$ cat src/rtl/wave_pkg.sv
// Shared definitions for the wave voice scheduler slice.
//   WAVE_NUM_CH_MAX : number of channel slots the hardware can address
//   WAVE_SLOTS      : length of the H_CNT time base
//   WAVE_ADDR_W     : default wave ROM address width
//   alloc_state_e   : allocator FSM states
//   lowest_set()    : index of the lowest set bit of an 8-bit vector (0 when empty)
package wave_pkg;

  localparam int WAVE_NUM_CH_MAX = 8;
  localparam int WAVE_SLOTS      = 16;
  localparam int WAVE_ADDR_W     = 17;

  typedef enum logic [1:0] {
    IDLE = 2'd0,
    PICK = 2'd1,
    TRIG = 2'd2,
    GAP  = 2'd3
  } alloc_state_e;

  // Lowest set bit wins; scanning downwards lets the last hit be the lowest index.
  function automatic logic [2:0] lowest_set(input logic [7:0] vec);
    logic [2:0] idx;
    idx = 3'd0;
    for (int i = 7; i >= 0; i--) begin
      if (vec[i]) begin
        idx = 3'(i);
      end else begin
        idx = idx;
      end
    end
    return idx;
  endfunction

endpackage

$ cat src/rtl/wave_lru_age.sv
// Least-recently-triggered tracker used for voice stealing.
// Each channel holds a 3-bit recency rank: a touched channel becomes 7 and every
// channel ranked above its old rank moves down by one. Ranks clear to 0 at reset,
// so untouched channels tie at the bottom and the lowest index among them wins.
// Ports:
//   I_CLK, I_RSTn   clock, asynchronous active-low reset
//   I_TOUCH         a trigger happened this cycle
//   I_TOUCH_CHAN    channel that was triggered
//   I_ELIG          channels that may be chosen
//   O_OLDEST        eligible channel with the lowest rank
//   O_OLDEST_VLD    at least one channel is eligible
module wave_lru_age
  import wave_pkg::*;
(
  input  logic       I_CLK,
  input  logic       I_RSTn,
  input  logic       I_TOUCH,
  input  logic [2:0] I_TOUCH_CHAN,
  input  logic [7:0] I_ELIG,
  output logic [2:0] O_OLDEST,
  output logic       O_OLDEST_VLD
);

  logic [2:0] rank_r [WAVE_NUM_CH_MAX];
  logic [2:0] best_s;

  // Rank update on every trigger.
  always_ff @(posedge I_CLK or negedge I_RSTn) begin
    if (!I_RSTn) begin
      for (int c = 0; c < WAVE_NUM_CH_MAX; c++) rank_r[c] <= 3'd0;
    end else if (I_TOUCH) begin
      for (int c = 0; c < WAVE_NUM_CH_MAX; c++) begin
        if (3'(c) == I_TOUCH_CHAN) begin
          rank_r[c] <= 3'd7;
        end else if (rank_r[c] > rank_r[I_TOUCH_CHAN]) begin
          rank_r[c] <= rank_r[c] - 3'd1;
        end else begin
          rank_r[c] <= rank_r[c];
        end
      end
    end else begin
      for (int c = 0; c < WAVE_NUM_CH_MAX; c++) rank_r[c] <= rank_r[c];
    end
  end

  // Oldest eligible channel; strict compare keeps the lowest index on ties.
  always_comb begin
    best_s       = 3'd7;
    O_OLDEST     = 3'd0;
    O_OLDEST_VLD = 1'b0;
    for (int c = 0; c < WAVE_NUM_CH_MAX; c++) begin
      if (I_ELIG[c] && (!O_OLDEST_VLD || (rank_r[c] < best_s))) begin
        O_OLDEST_VLD = 1'b1;
        O_OLDEST     = 3'(c);
        best_s       = rank_r[c];
      end else begin
        best_s = best_s;
      end
    end
  end

endmodule

$ cat src/rtl/wave_voice_sched.sv
// Voice scheduler and wave-ROM arbiter for up to 8 wave players sharing one ROM.
// Generates the 16-slot H_CNT time base, time-multiplexes each channel's ROM
// address into its slot, allocates channels for play requests and issues the
// per-channel DMA trigger and stop controls.
// Build option: WAVE_SCHED_STEAL_EN -- when no channel is free, steal the
// least-recently-triggered non-pending channel instead of stalling.
// Ports:
//   I_CLK, I_RSTn          clock, asynchronous active-low reset
//   O_H_CNT                free-running slot counter
//   I_CH_ADDR/I_CH_ACTIVE  per-channel ROM address and playing flag
//   O_ROM_ADDR/I_ROM_DATA  wave ROM interface; O_CH_DATA is ROM data broadcast
//   I_PLAY_VLD/O_PLAY_RDY  play request handshake, I_PLAY_ADDR start address
//   O_PLAY_CHAN            channel given to the last accepted request
//   I_STOP_REQ/ALL/CHAN    stop command
//   O_DMA_TRIG/ADDR/STOP   per-channel trigger pulse, start address, stop level
module wave_voice_sched
  import wave_pkg::*;
#(
  parameter int NUM_CH  = 8,
  parameter int ADDR_W  = WAVE_ADDR_W,
  parameter int ROM_LAT = 1,
  parameter int STOP_TO = 255
) (
  input  logic                                I_CLK,
  input  logic                                I_RSTn,
  output logic [3:0]                          O_H_CNT,
  input  logic [WAVE_NUM_CH_MAX*ADDR_W-1:0]   I_CH_ADDR,
  input  logic [7:0]                          I_CH_ACTIVE,
  output logic [ADDR_W-1:0]                   O_ROM_ADDR,
  input  logic [7:0]                          I_ROM_DATA,
  output logic [7:0]                          O_CH_DATA,
  input  logic                                I_PLAY_VLD,
  output logic                                O_PLAY_RDY,
  input  logic [ADDR_W-1:0]                   I_PLAY_ADDR,
  output logic [2:0]                          O_PLAY_CHAN,
  input  logic                                I_STOP_REQ,
  input  logic                                I_STOP_ALL,
  input  logic [2:0]                          I_STOP_CHAN,
  output logic [7:0]                          O_DMA_TRIG,
  output logic [ADDR_W-1:0]                   O_DMA_ADDR,
  output logic [7:0]                          O_DMA_STOP
);

  localparam int         STOP_W  = $clog2(STOP_TO + 1);
  localparam logic [7:0] CH_MASK = 8'((9'd1 << NUM_CH) - 9'd1);

  alloc_state_e        state_r, state_nxt_s;
  logic [3:0]          h_cnt_r;
  logic [4:0]          slot_sum_s;
  logic [2:0]          rom_ch_s;
  logic [ADDR_W-1:0]   rom_addr_r, rom_addr_d_s;
  logic [7:0]          act_prev_r, act_rise_s;
  logic [7:0]          pend_r, stop_r, free_s, stop_cmd_s;
  logic [2:0]          pend_cnt_r [WAVE_NUM_CH_MAX];
  logic [STOP_W-1:0]   stop_cnt_r [WAVE_NUM_CH_MAX];
  logic                pick_ok_s;
  logic [2:0]          pick_chan_s;
  logic [7:0]          trig_r, trig_d_s;
  logic                rdy_r, rdy_d_s;
  logic [2:0]          chan_r, chan_d_s;
  logic [ADDR_W-1:0]   dma_addr_r, dma_addr_d_s;

  assign O_H_CNT     = h_cnt_r;
  assign O_ROM_ADDR  = rom_addr_r;
  assign O_CH_DATA   = I_ROM_DATA;
  assign O_PLAY_RDY  = rdy_r;
  assign O_PLAY_CHAN = chan_r;
  assign O_DMA_TRIG  = trig_r;
  assign O_DMA_ADDR  = dma_addr_r;
  assign O_DMA_STOP  = stop_r;

  // Address for the slot that starts next cycle: ROM_LAT clocks ahead of the
  // data slot {c,1}, so channel = (next H_CNT + ROM_LAT) mod 16 >> 1.
  always_comb begin
    slot_sum_s = {1'b0, h_cnt_r + 4'd1} + 5'(ROM_LAT);
    rom_ch_s   = slot_sum_s[3:1];
    if (int'(rom_ch_s) < NUM_CH) begin
      rom_addr_d_s = I_CH_ADDR[rom_ch_s*ADDR_W +: ADDR_W];
    end else begin
      rom_addr_d_s = '0;
    end
  end

  // Slot counter and registered ROM address.
  always_ff @(posedge I_CLK or negedge I_RSTn) begin
    if (!I_RSTn) begin
      h_cnt_r    <= 4'd0;
      rom_addr_r <= '0;
    end else begin
      h_cnt_r    <= h_cnt_r + 4'd1;
      rom_addr_r <= rom_addr_d_s;
    end
  end

  // Stop command decode, plus the edge detect used to retire pending channels.
  always_comb begin
    act_rise_s = I_CH_ACTIVE & ~act_prev_r;
    free_s     = ~I_CH_ACTIVE & ~pend_r & CH_MASK;
    if (!I_STOP_REQ) begin
      stop_cmd_s = 8'd0;
    end else if (I_STOP_ALL) begin
      stop_cmd_s = CH_MASK;
    end else begin
      stop_cmd_s = (8'd1 << I_STOP_CHAN) & CH_MASK;
    end
  end

  // Pending and stop bookkeeping per channel; a trigger overrides any stop.
  always_ff @(posedge I_CLK or negedge I_RSTn) begin
    if (!I_RSTn) begin
      act_prev_r <= 8'd0;
      pend_r     <= 8'd0;
      stop_r     <= 8'd0;
      for (int c = 0; c < WAVE_NUM_CH_MAX; c++) begin
        pend_cnt_r[c] <= 3'd0;
        stop_cnt_r[c] <= '0;
      end
    end else begin
      act_prev_r <= I_CH_ACTIVE;
      for (int c = 0; c < WAVE_NUM_CH_MAX; c++) begin
        if (trig_r[c]) begin
          pend_r[c]     <= 1'b1;
          pend_cnt_r[c] <= 3'd0;
        end else if (pend_r[c] && (act_rise_s[c] || (pend_cnt_r[c] == 3'd7))) begin
          pend_r[c]     <= 1'b0;
        end else if (pend_r[c]) begin
          pend_cnt_r[c] <= pend_cnt_r[c] + 3'd1;
        end else begin
          pend_r[c]     <= 1'b0;
        end

        if (trig_r[c]) begin
          stop_r[c]     <= 1'b0;
        end else if (stop_cmd_s[c]) begin
          stop_r[c]     <= 1'b1;
          stop_cnt_r[c] <= '0;
        end else if (stop_r[c] && (!I_CH_ACTIVE[c] || (stop_cnt_r[c] == STOP_W'(STOP_TO - 1)))) begin
          stop_r[c]     <= 1'b0;
        end else if (stop_r[c]) begin
          stop_cnt_r[c] <= stop_cnt_r[c] + 1'b1;
        end else begin
          stop_r[c]     <= 1'b0;
        end
      end
    end
  end

`ifdef WAVE_SCHED_STEAL_EN
  logic [2:0] lru_chan_s;
  logic       lru_vld_s;

  wave_lru_age u_lru (
    .I_CLK        (I_CLK),
    .I_RSTn       (I_RSTn),
    .I_TOUCH      (|trig_r),
    .I_TOUCH_CHAN (chan_r),
    .I_ELIG       (CH_MASK & ~pend_r),
    .O_OLDEST     (lru_chan_s),
    .O_OLDEST_VLD (lru_vld_s)
  );

  // Free channel first; otherwise steal the oldest non-pending channel.
  always_comb begin
    if (|free_s) begin
      pick_ok_s   = 1'b1;
      pick_chan_s = lowest_set(free_s);
    end else if (lru_vld_s) begin
      pick_ok_s   = 1'b1;
      pick_chan_s = lru_chan_s;
    end else begin
      pick_ok_s   = 1'b0;
      pick_chan_s = 3'd0;
    end
  end
`else
  // Only genuinely free channels can be allocated.
  always_comb begin
    pick_ok_s   = |free_s;
    pick_chan_s = lowest_set(free_s);
  end
`endif

  // Allocator state register.
  always_ff @(posedge I_CLK or negedge I_RSTn) begin
    if (!I_RSTn) begin
      state_r <= IDLE;
    end else begin
      state_r <= state_nxt_s;
    end
  end

  // Allocator next state; GAP keeps back-to-back triggers separated by a low clock.
  always_comb begin
    case (state_r)
      IDLE:    state_nxt_s = I_PLAY_VLD ? PICK : IDLE;
      PICK:    state_nxt_s = pick_ok_s ? TRIG : PICK;
      TRIG:    state_nxt_s = GAP;
      GAP:     state_nxt_s = IDLE;
      default: state_nxt_s = IDLE;
    endcase
  end

  // Outputs decoded from the next state so they register into the TRIG cycle.
  always_comb begin
    trig_d_s     = 8'd0;
    rdy_d_s      = 1'b0;
    chan_d_s     = chan_r;
    dma_addr_d_s = dma_addr_r;
    if (state_nxt_s == TRIG) begin
      trig_d_s     = 8'd1 << pick_chan_s;
      rdy_d_s      = 1'b1;
      chan_d_s     = pick_chan_s;
      dma_addr_d_s = I_PLAY_ADDR;
    end else begin
      rdy_d_s      = 1'b0;
    end
  end

  // Allocator output registers.
  always_ff @(posedge I_CLK or negedge I_RSTn) begin
    if (!I_RSTn) begin
      trig_r     <= 8'd0;
      rdy_r      <= 1'b0;
      chan_r     <= 3'd0;
      dma_addr_r <= '0;
    end else begin
      trig_r     <= trig_d_s;
      rdy_r      <= rdy_d_s;
      chan_r     <= chan_d_s;
      dma_addr_r <= dma_addr_d_s;
    end
  end

endmodule
$ cat config.mk
export PLATFORM = sky130hd
export DESIGN_NAME = wave_voice_sched
export DESIGN_NICKNAME = d
export VERILOG_FILES = /design/src/rtl/wave_pkg.sv /design/src/rtl/wave_lru_age.sv /design/src/rtl/wave_voice_sched.sv
export SDC_FILE = /design/constraint.sdc
export NUM_CORES = 1
export LEC_CHECK = 0
export ABC_AREA = 1
export BUFFER_PORTS_ARGS = -buffer_cell sky130_fd_sc_hd__buf_2
export CAP_MARGIN = 20
export CORE_UTILIZATION = 55
export DETAILED_ROUTE_END_ITERATION = 7
export GPL_ROUTABILITY_DRIVEN = 0
export GPL_TIMING_DRIVEN = 1
export PLACE_DENSITY = 0.84
export SYNTH_ARGS = -nofsm -noshare
export SYNTH_HDL_FRONTEND = slang
export SYNTH_HIERARCHICAL = 1
export SYNTH_SLANG_ARGS = --single-unit
$ cat constraint.sdc
create_clock -name I_CLK -period 3.55 [get_ports I_CLK]
set_clock_uncertainty 0.05 [all_clocks]
set_input_delay 0.71 -clock I_CLK [delete_from_list [all_inputs] [get_ports I_CLK]]
set_output_delay 0.71 -clock I_CLK [all_outputs]
set_load 0.02 [all_outputs]
==> results of run 1 <==
-- registers in the layout, summed over array words and instances, names as in the netlist --
signal,flops
O_PLAY_CHAN,3
O_DMA_ADDR,17
stop_cnt_r,64
O_DMA_TRIG,8
O_PLAY_RDY,1
pend_r,8
O_H_CNT,4
O_ROM_ADDR,17
state_r,2
pend_cnt_r,24
O_DMA_STOP,8
act_prev_r,8
-- cell families after synthesis --
| family | share of synthesized area, % |
|---|---|
| AO/OA/AOI/OAI | 10.5 |
| buffers and inverters | 6.85 |
| XOR/XNOR | 3.95 |
| adder cells (fa/ha/maj) | 4.68 |
| AND/OR/NAND/NOR | 28.8 |
| flip-flops | 45.2 |
-- cell type report --
type                    count  area, µm²  area share, %
repair buffers            234       1220           11.2
diodes                      4       10.0         0.0914
well taps                 216        270           2.47
multi-input cells         868       4360           39.8
flip-flops and latches    164       4100           37.5
clock inverters            10        134           1.22
inverters                 109        409           3.73
clock buffers              20        447           4.08
-- through the flow --
step / area [µm²] / setup slack, ns / power, µW / hold slack [ns] / cells
after global routing: 11000 / 0.846 / 6430 / 0.287 / 1625
after CTS: 10900 / 1.07 / 6090 / 0.259 / 1621
after detailed placement: 10400 / 1.09 / 4240 / 0.403 / 1591
after global placement: 10400 / 1.13 / 4140 / 0.399 / 1591
after floorplan: 9080 / 1.61 / 3660 / 0.364 / 1181
final: 11000 / 1.07 / 6040 / 0.228 / 1625
-- worst min-delay path by stage --
stage / start / end
final: I_RSTn / stop_cnt_r[29]
after global routing: I_RSTn / stop_cnt_r[29]
after CTS: I_RSTn / stop_cnt_r[29]
after detailed placement: O_DMA_ADDR[8] / O_DMA_ADDR[8]
after global placement: O_DMA_ADDR[8] / O_DMA_ADDR[8]
after floorplan: I_RSTn / O_DMA_ADDR[0]
-- where the power goes --
| group | total, µW | switching [µW] | internal [µW] |
|---|---|---|---|
| Clock | 1840 | 724 | 1110 |
| Combinational | 1620 | 1020 | 604 |
| Sequential | 2580 | 288 | 2290 |
-- per-layer routing --
metal	GRT usage [%]	share of wire, %	up-vias
li1	-	-	4247
met1	33.7	40	3960
met2	49.4	51	336
met3	5.62	5.0	54
met4	14.3	3.8	0
met5	0	0	-
-- layout by cell type (no fill, tap or decap), drive strengths merged, types with 20 or more instances in the layout --
cell | Yosys | final
o21ai | 118 | 118
a21oi | 71 | 71
inv | 109 | 109
nor2 | 127 | 127
nand3 | 117 | 117
ha | 34 | 34
nand2 | 318 | 318
clkbuf | 13 | 20
dfrtp | 164 | 164
xor2 | 31 | 31
buf | 27 | 234
==> results.cfg, run 1 <==
[outcome]
outcome = finished clean

[floorplanning]
rows = 46
die_h_um = 131
num_io_pins = 243
effective_utilization_at_floorplan_pct = 56.8
die_width_um = 131
core_region_area_um2 = 16000
die_area_um2 = 17000

[cts]
cts.sink_count = 164
postCtsHoldBufs = 0
cts-root-to-sink-buffers = 2
cts-root-buf = sky130_fd_sc_hd__clkbuf_16
tritoncts_buffers = 17
tritoncts_clock_tree = done
ctsHtreeMaxLevel = 4
post_cts.resized_instances = 0
clock_latency_at_the_later_pin_of_the_worst_skew_pair_ns = 0.42
cts.reportedPaths.clkPinSlew_ns = 0.06
postCtsSetupBuffers = 0

[layout]
design.final.nets = 1605
layout.filler_cells = 1320
synth_to_final_area_change_pct = 20.6
post_route_cells_drive_above_1_share_pct = 21.7
final_util_pct = 68.5

[global_route]
grt_overflow_total = 0
pin_count_of_the_biggest_net_entering_global_routing = 72
grt_first_pass_wirelength_mm = 37.7
grt_antenna_before_repair = 4
first_global_vias = 8113
globalRouteTotalUtil_pct = 28.5

[worst_setup_path]
worst-r2r-cell-count = 10
crit_chain = inv_2, ha_1, inv_2, nand2_2, nand2_2, buf_12, nor2_1, o21ai_0, nand3_1, nand2_1
reg2reg_setup_slack_ns = 1.07
start_kind = flip-flop
arrival_time_at_the_worst_endpoint_ns = 2.80
setup.worst_path.start = O_H_CNT[0]
critPathCapture = O_ROM_ADDR[3]
timing.critical_path.slowest_stage_cell = sky130_fd_sc_hd__dfrtp_1
cp_num_cells = 10
critical_path.endpoint_type = flip-flop
reg2reg_from = O_H_CNT[0]
timing.rr.end = O_ROM_ADDR[3]
max_stage_delay_ns = 0.44
timing.critical_path.required_ns = 3.86
path_buf_inv = 3
timing.critical_path.fanout_max = 60
critPathKind = reg -> reg
critPathTopFamily = simple AND/OR/NAND/NOR gates

[detailed_routing]
mean_number_of_vias_per_cell = 5.29
drt.antenna.violating_nets = 0
wl_per_cell_um = 14.3
drt_iter0_drc = 429
drt_wl_total_mm = 23.3
residual_drc = 0
via_count = 8597
first_pass_iters = 6

[logic_synthesis]
post_synth_inst_count = 1181
most_used_flip_flop_cell_after_synthesis = sky130_fd_sc_hd__dfrtp_1
synth_top_cells_by_count = sky130_fd_sc_hd__nand2_1, sky130_fd_sc_hd__dfrtp_1, sky130_fd_sc_hd__nor2_1
async_reset_ff_share_pct = 100
synthesis.area_um2 = 9080
synthesis.area_per_instance_um2 = 7.69
netlist.area_leader.share_pct = 45.2
synthMostInstantiatedCell = sky130_fd_sc_hd__nand2_1
synth.yosys.seq_area_share_pct = 45.2
synth_largest_area_cell = sky130_fd_sc_hd__dfrtp_1
yosys_register_bits = 164
syn-num-nets = 1392
synth_enable_flop_cells = 0
ys_types = 32
ys.warnings.count = 6
synth_area_leaders = sky130_fd_sc_hd__dfrtp_1, sky130_fd_sc_hd__nand2_1, sky130_fd_sc_hd__nand3_1

[placed_design]
buffer_ports.inserted = 226
place.detailed.hpwl_mm = 17.5

[sta]
worst_relative_slew_slack_pct = 37.1
setup_violations = 0
period_needed_ns = 2.48
fmax_ghz = 0.402
rsz0062_at_grt = false
slew_viol_final = 0
tns_ns = 0
hold_violations = 0
post-route-period-util_pct = 70.0
worst_slew_pin_slew_ns = 0.938

[hold_path]
hold_path_class = in -> async

[power_and_ir_drop]
power.ir.vdd_worst_v = 0.000362
powerDensity_nw_per_um2 = 551
static-leakage-power_uw = 0.00560

[flow_run]
drv.max_cap_violation_count = 0
Note: power is estimated with default switching activity, not from simulation.
==> inputs of run 2 (changes only) <==
CORE_UTILIZATION = 54   (was 55)
PLACE_DENSITY = 0.83   (was 0.84)
clock period = 2.43 ns   (was 3.55 ns; I/O delays follow)
==> run 2 against run 1 <==
Against the previous run: the run now ends with negative hold slack left; non-clock buffer count up 9; cell count up 0.98%; setup slack worse by 0.90 ns; via count down 0.33%; cell area up 0.65%; total power up 44%; critical path type unchanged; critical endpoint is now O_ROM_ADDR[11].
==> results.cfg, run 2 (synthesis results as in run 1) <==
[layout]
post_route_cells_drive_above_1_share_pct = 22.4
final_util_pct = 66.7
most-common-layout-cells = sky130_fd_sc_hd__nand2_1, sky130_fd_sc_hd__buf_2, sky130_fd_sc_hd__dfrtp_1, sky130_fd_sc_hd__nor2_1, sky130_fd_sc_hd__nand3_1
synth_to_final_area_change_pct = 21.4
mostFrequentLayoutCell = sky130_fd_sc_hd__nand2_1
largest_registers = stop_cnt_r x64, pend_cnt_r x24
layout.filler_cells = 1368
final-seq-area_um2 = 4100
final_design_area_no_fill_um2 = 11000
largest_register_ff_count = 64
multiInputGateArea_um2 = 4360
design.final.nets = 1614
top_register = stop_cnt_r

[sta]
post-route-period-util_pct = 93.2
timing.hold.ws_ns = -0.0154
hold_violations = 6
tns_ns = 0
fmax_ghz = 0.442
setup_violations = 0
worst_relative_slew_slack_pct = 40.6
slew_viol_final = 0
rsz0062_at_grt = false
period_needed_ns = 2.26
worst_slew_pin_slew_ns = 0.887

[placed_design]
placed_cell_area_um2 = 10500
buffer_ports.inserted = 226
place.detailed.hpwl_mm = 17.5

[outcome]
outcome = complete, but fails checks
violations = negative hold slack

[floorplanning]
core_region_area_um2 = 16500
die_width_um = 132
rows = 47
die_area_um2 = 17300
num_io_pins = 243
effective_utilization_at_floorplan_pct = 55.0
die_h_um = 132

[cts]
cts.reportedPaths.clkPinSlew_ns = 0.06
tritoncts_clock_tree = done
cts.sink_count = 164
postCtsHoldBufs = 0
tritoncts_buffers = 17
cts-root-buf = sky130_fd_sc_hd__clkbuf_16
post_cts.resized_instances = 0
ctsHtreeMaxLevel = 4
postCtsSetupBuffers = 0
clock_latency_at_the_later_pin_of_the_worst_skew_pair_ns = 0.42
cts-root-to-sink-buffers = 2

[detailed_routing]
first_pass_iters = 5
wl_per_cell_um = 14.2
residual_drc = 0
drt_iter0_drc = 506
mean_number_of_vias_per_cell = 5.22
drt_wl_total_mm = 23.3
drt.antenna.violating_nets = 0
via_count = 8569

[power_and_ir_drop]
power.ir.vdd_worst_v = 0.000507
static-leakage-power_uw = 0.00564
powerDensity_nw_per_um2 = 789

[global_route]
globalRouteTotalUtil_pct = 28.0
grt_antenna_before_repair = 5
pin_count_of_the_biggest_net_entering_global_routing = 62
grt_overflow_total = 0
first_global_vias = 8337
grt_first_pass_wirelength_mm = 38.7

[worst_setup_path]
timing.critical_path.fanout_max = 37
timing.critical_path.required_ns = 2.74
arrival_time_at_the_worst_endpoint_ns = 2.58
critPathKind = reg -> reg
critical_path.endpoint_type = flip-flop
start_kind = flip-flop

[hold_path]
hold_path_class = in -> async

[flow_run]
drv.max_cap_violation_count = 0
run 2: cell types whose count changed in the layout (fill, tap and decap cells not counted), sizes merged:
cell      before  now
buf          234  243
clkinv         5    8
bufinv         3    1
diode          4    5
clkinvlp       2    3
run 2: worst paths after layout:
| kind | startpoint | endpoint | slack [ns] | cells past startpoint |
|---|---|---|---|---|
| hold reg to reg | O_DMA_ADDR[8] | O_DMA_ADDR[8] | 0.42 | 2 |
| max in group asynchronous | I_RSTn | pend_cnt_r[16] | 1.67 | 2 |
| setup reg to reg | O_H_CNT[0] | O_ROM_ADDR[11] | 0.17 | 10 |
| hold / removal | I_RSTn | stop_cnt_r[29] | -0.02 | 1 |
| min in group I_CLK | I_CH_ACTIVE[6] | act_prev_r[6] | 0.15 | 1 |
| setup / recovery | O_H_CNT[0] | O_ROM_ADDR[11] | 0.17 | 10 |
run 2: through the flow:
step           setup WS, ns  std cells  power [µW]
2_1_floorplan         0.486       1181        5350
3_3_place_gp          0.322       1604        6050
3_5_place_dp          0.221       1604        6180
4_1_cts               0.194       1636        8780
5_1_grt             0.00118       1641        9280
6_report              0.165       1641        8710
run 2: critical path, cell delays in order (launching register included):
cell and delay (ns):
sky130_fd_sc_hd__dfrtp_1 0.45, sky130_fd_sc_hd__inv_2 0.08, sky130_fd_sc_hd__ha_1 0.32, sky130_fd_sc_hd__inv_2 0.07, sky130_fd_sc_hd__nand2_2 0.09, sky130_fd_sc_hd__nand2_2 0.25, sky130_fd_sc_hd__buf_4 0.39, sky130_fd_sc_hd__nor2_1 0.07
sky130_fd_sc_hd__o21ai_0 0.23, sky130_fd_sc_hd__nand3_1 0.10, sky130_fd_sc_hd__nand2_1 0.10
run 2: area by class of cell:
type                    count  share of cell area (%)
flip-flops and latches    164                    37.2
repair buffers            243                    11.8
clock buffers              20                    4.14
clock inverters            12                   0.976
well taps                 220                    2.50
multi-input cells         868                    39.5
inverters                 109                    3.71
diodes                      5                   0.113
run 2: report_power, final:
| part | switching (µW) | internal (µW) |
|---|---|---|
| sequential | 417 | 3340 |
| combinational | 1510 | 889 |
| clock | 1090 | 1460 |
| total | 3010 | 5690 |
run 2: per-layer routing:
metal,up-vias,global-route usage (%),share of wire [%],routed length (µm)
met3,63,4.94,4.6,1080
met5,-,0,0,0
met1,3911,31.5,39,9150
li1,4272,-,-,-
met4,0,15.4,4.5,1040
met2,323,50.1,52,12100
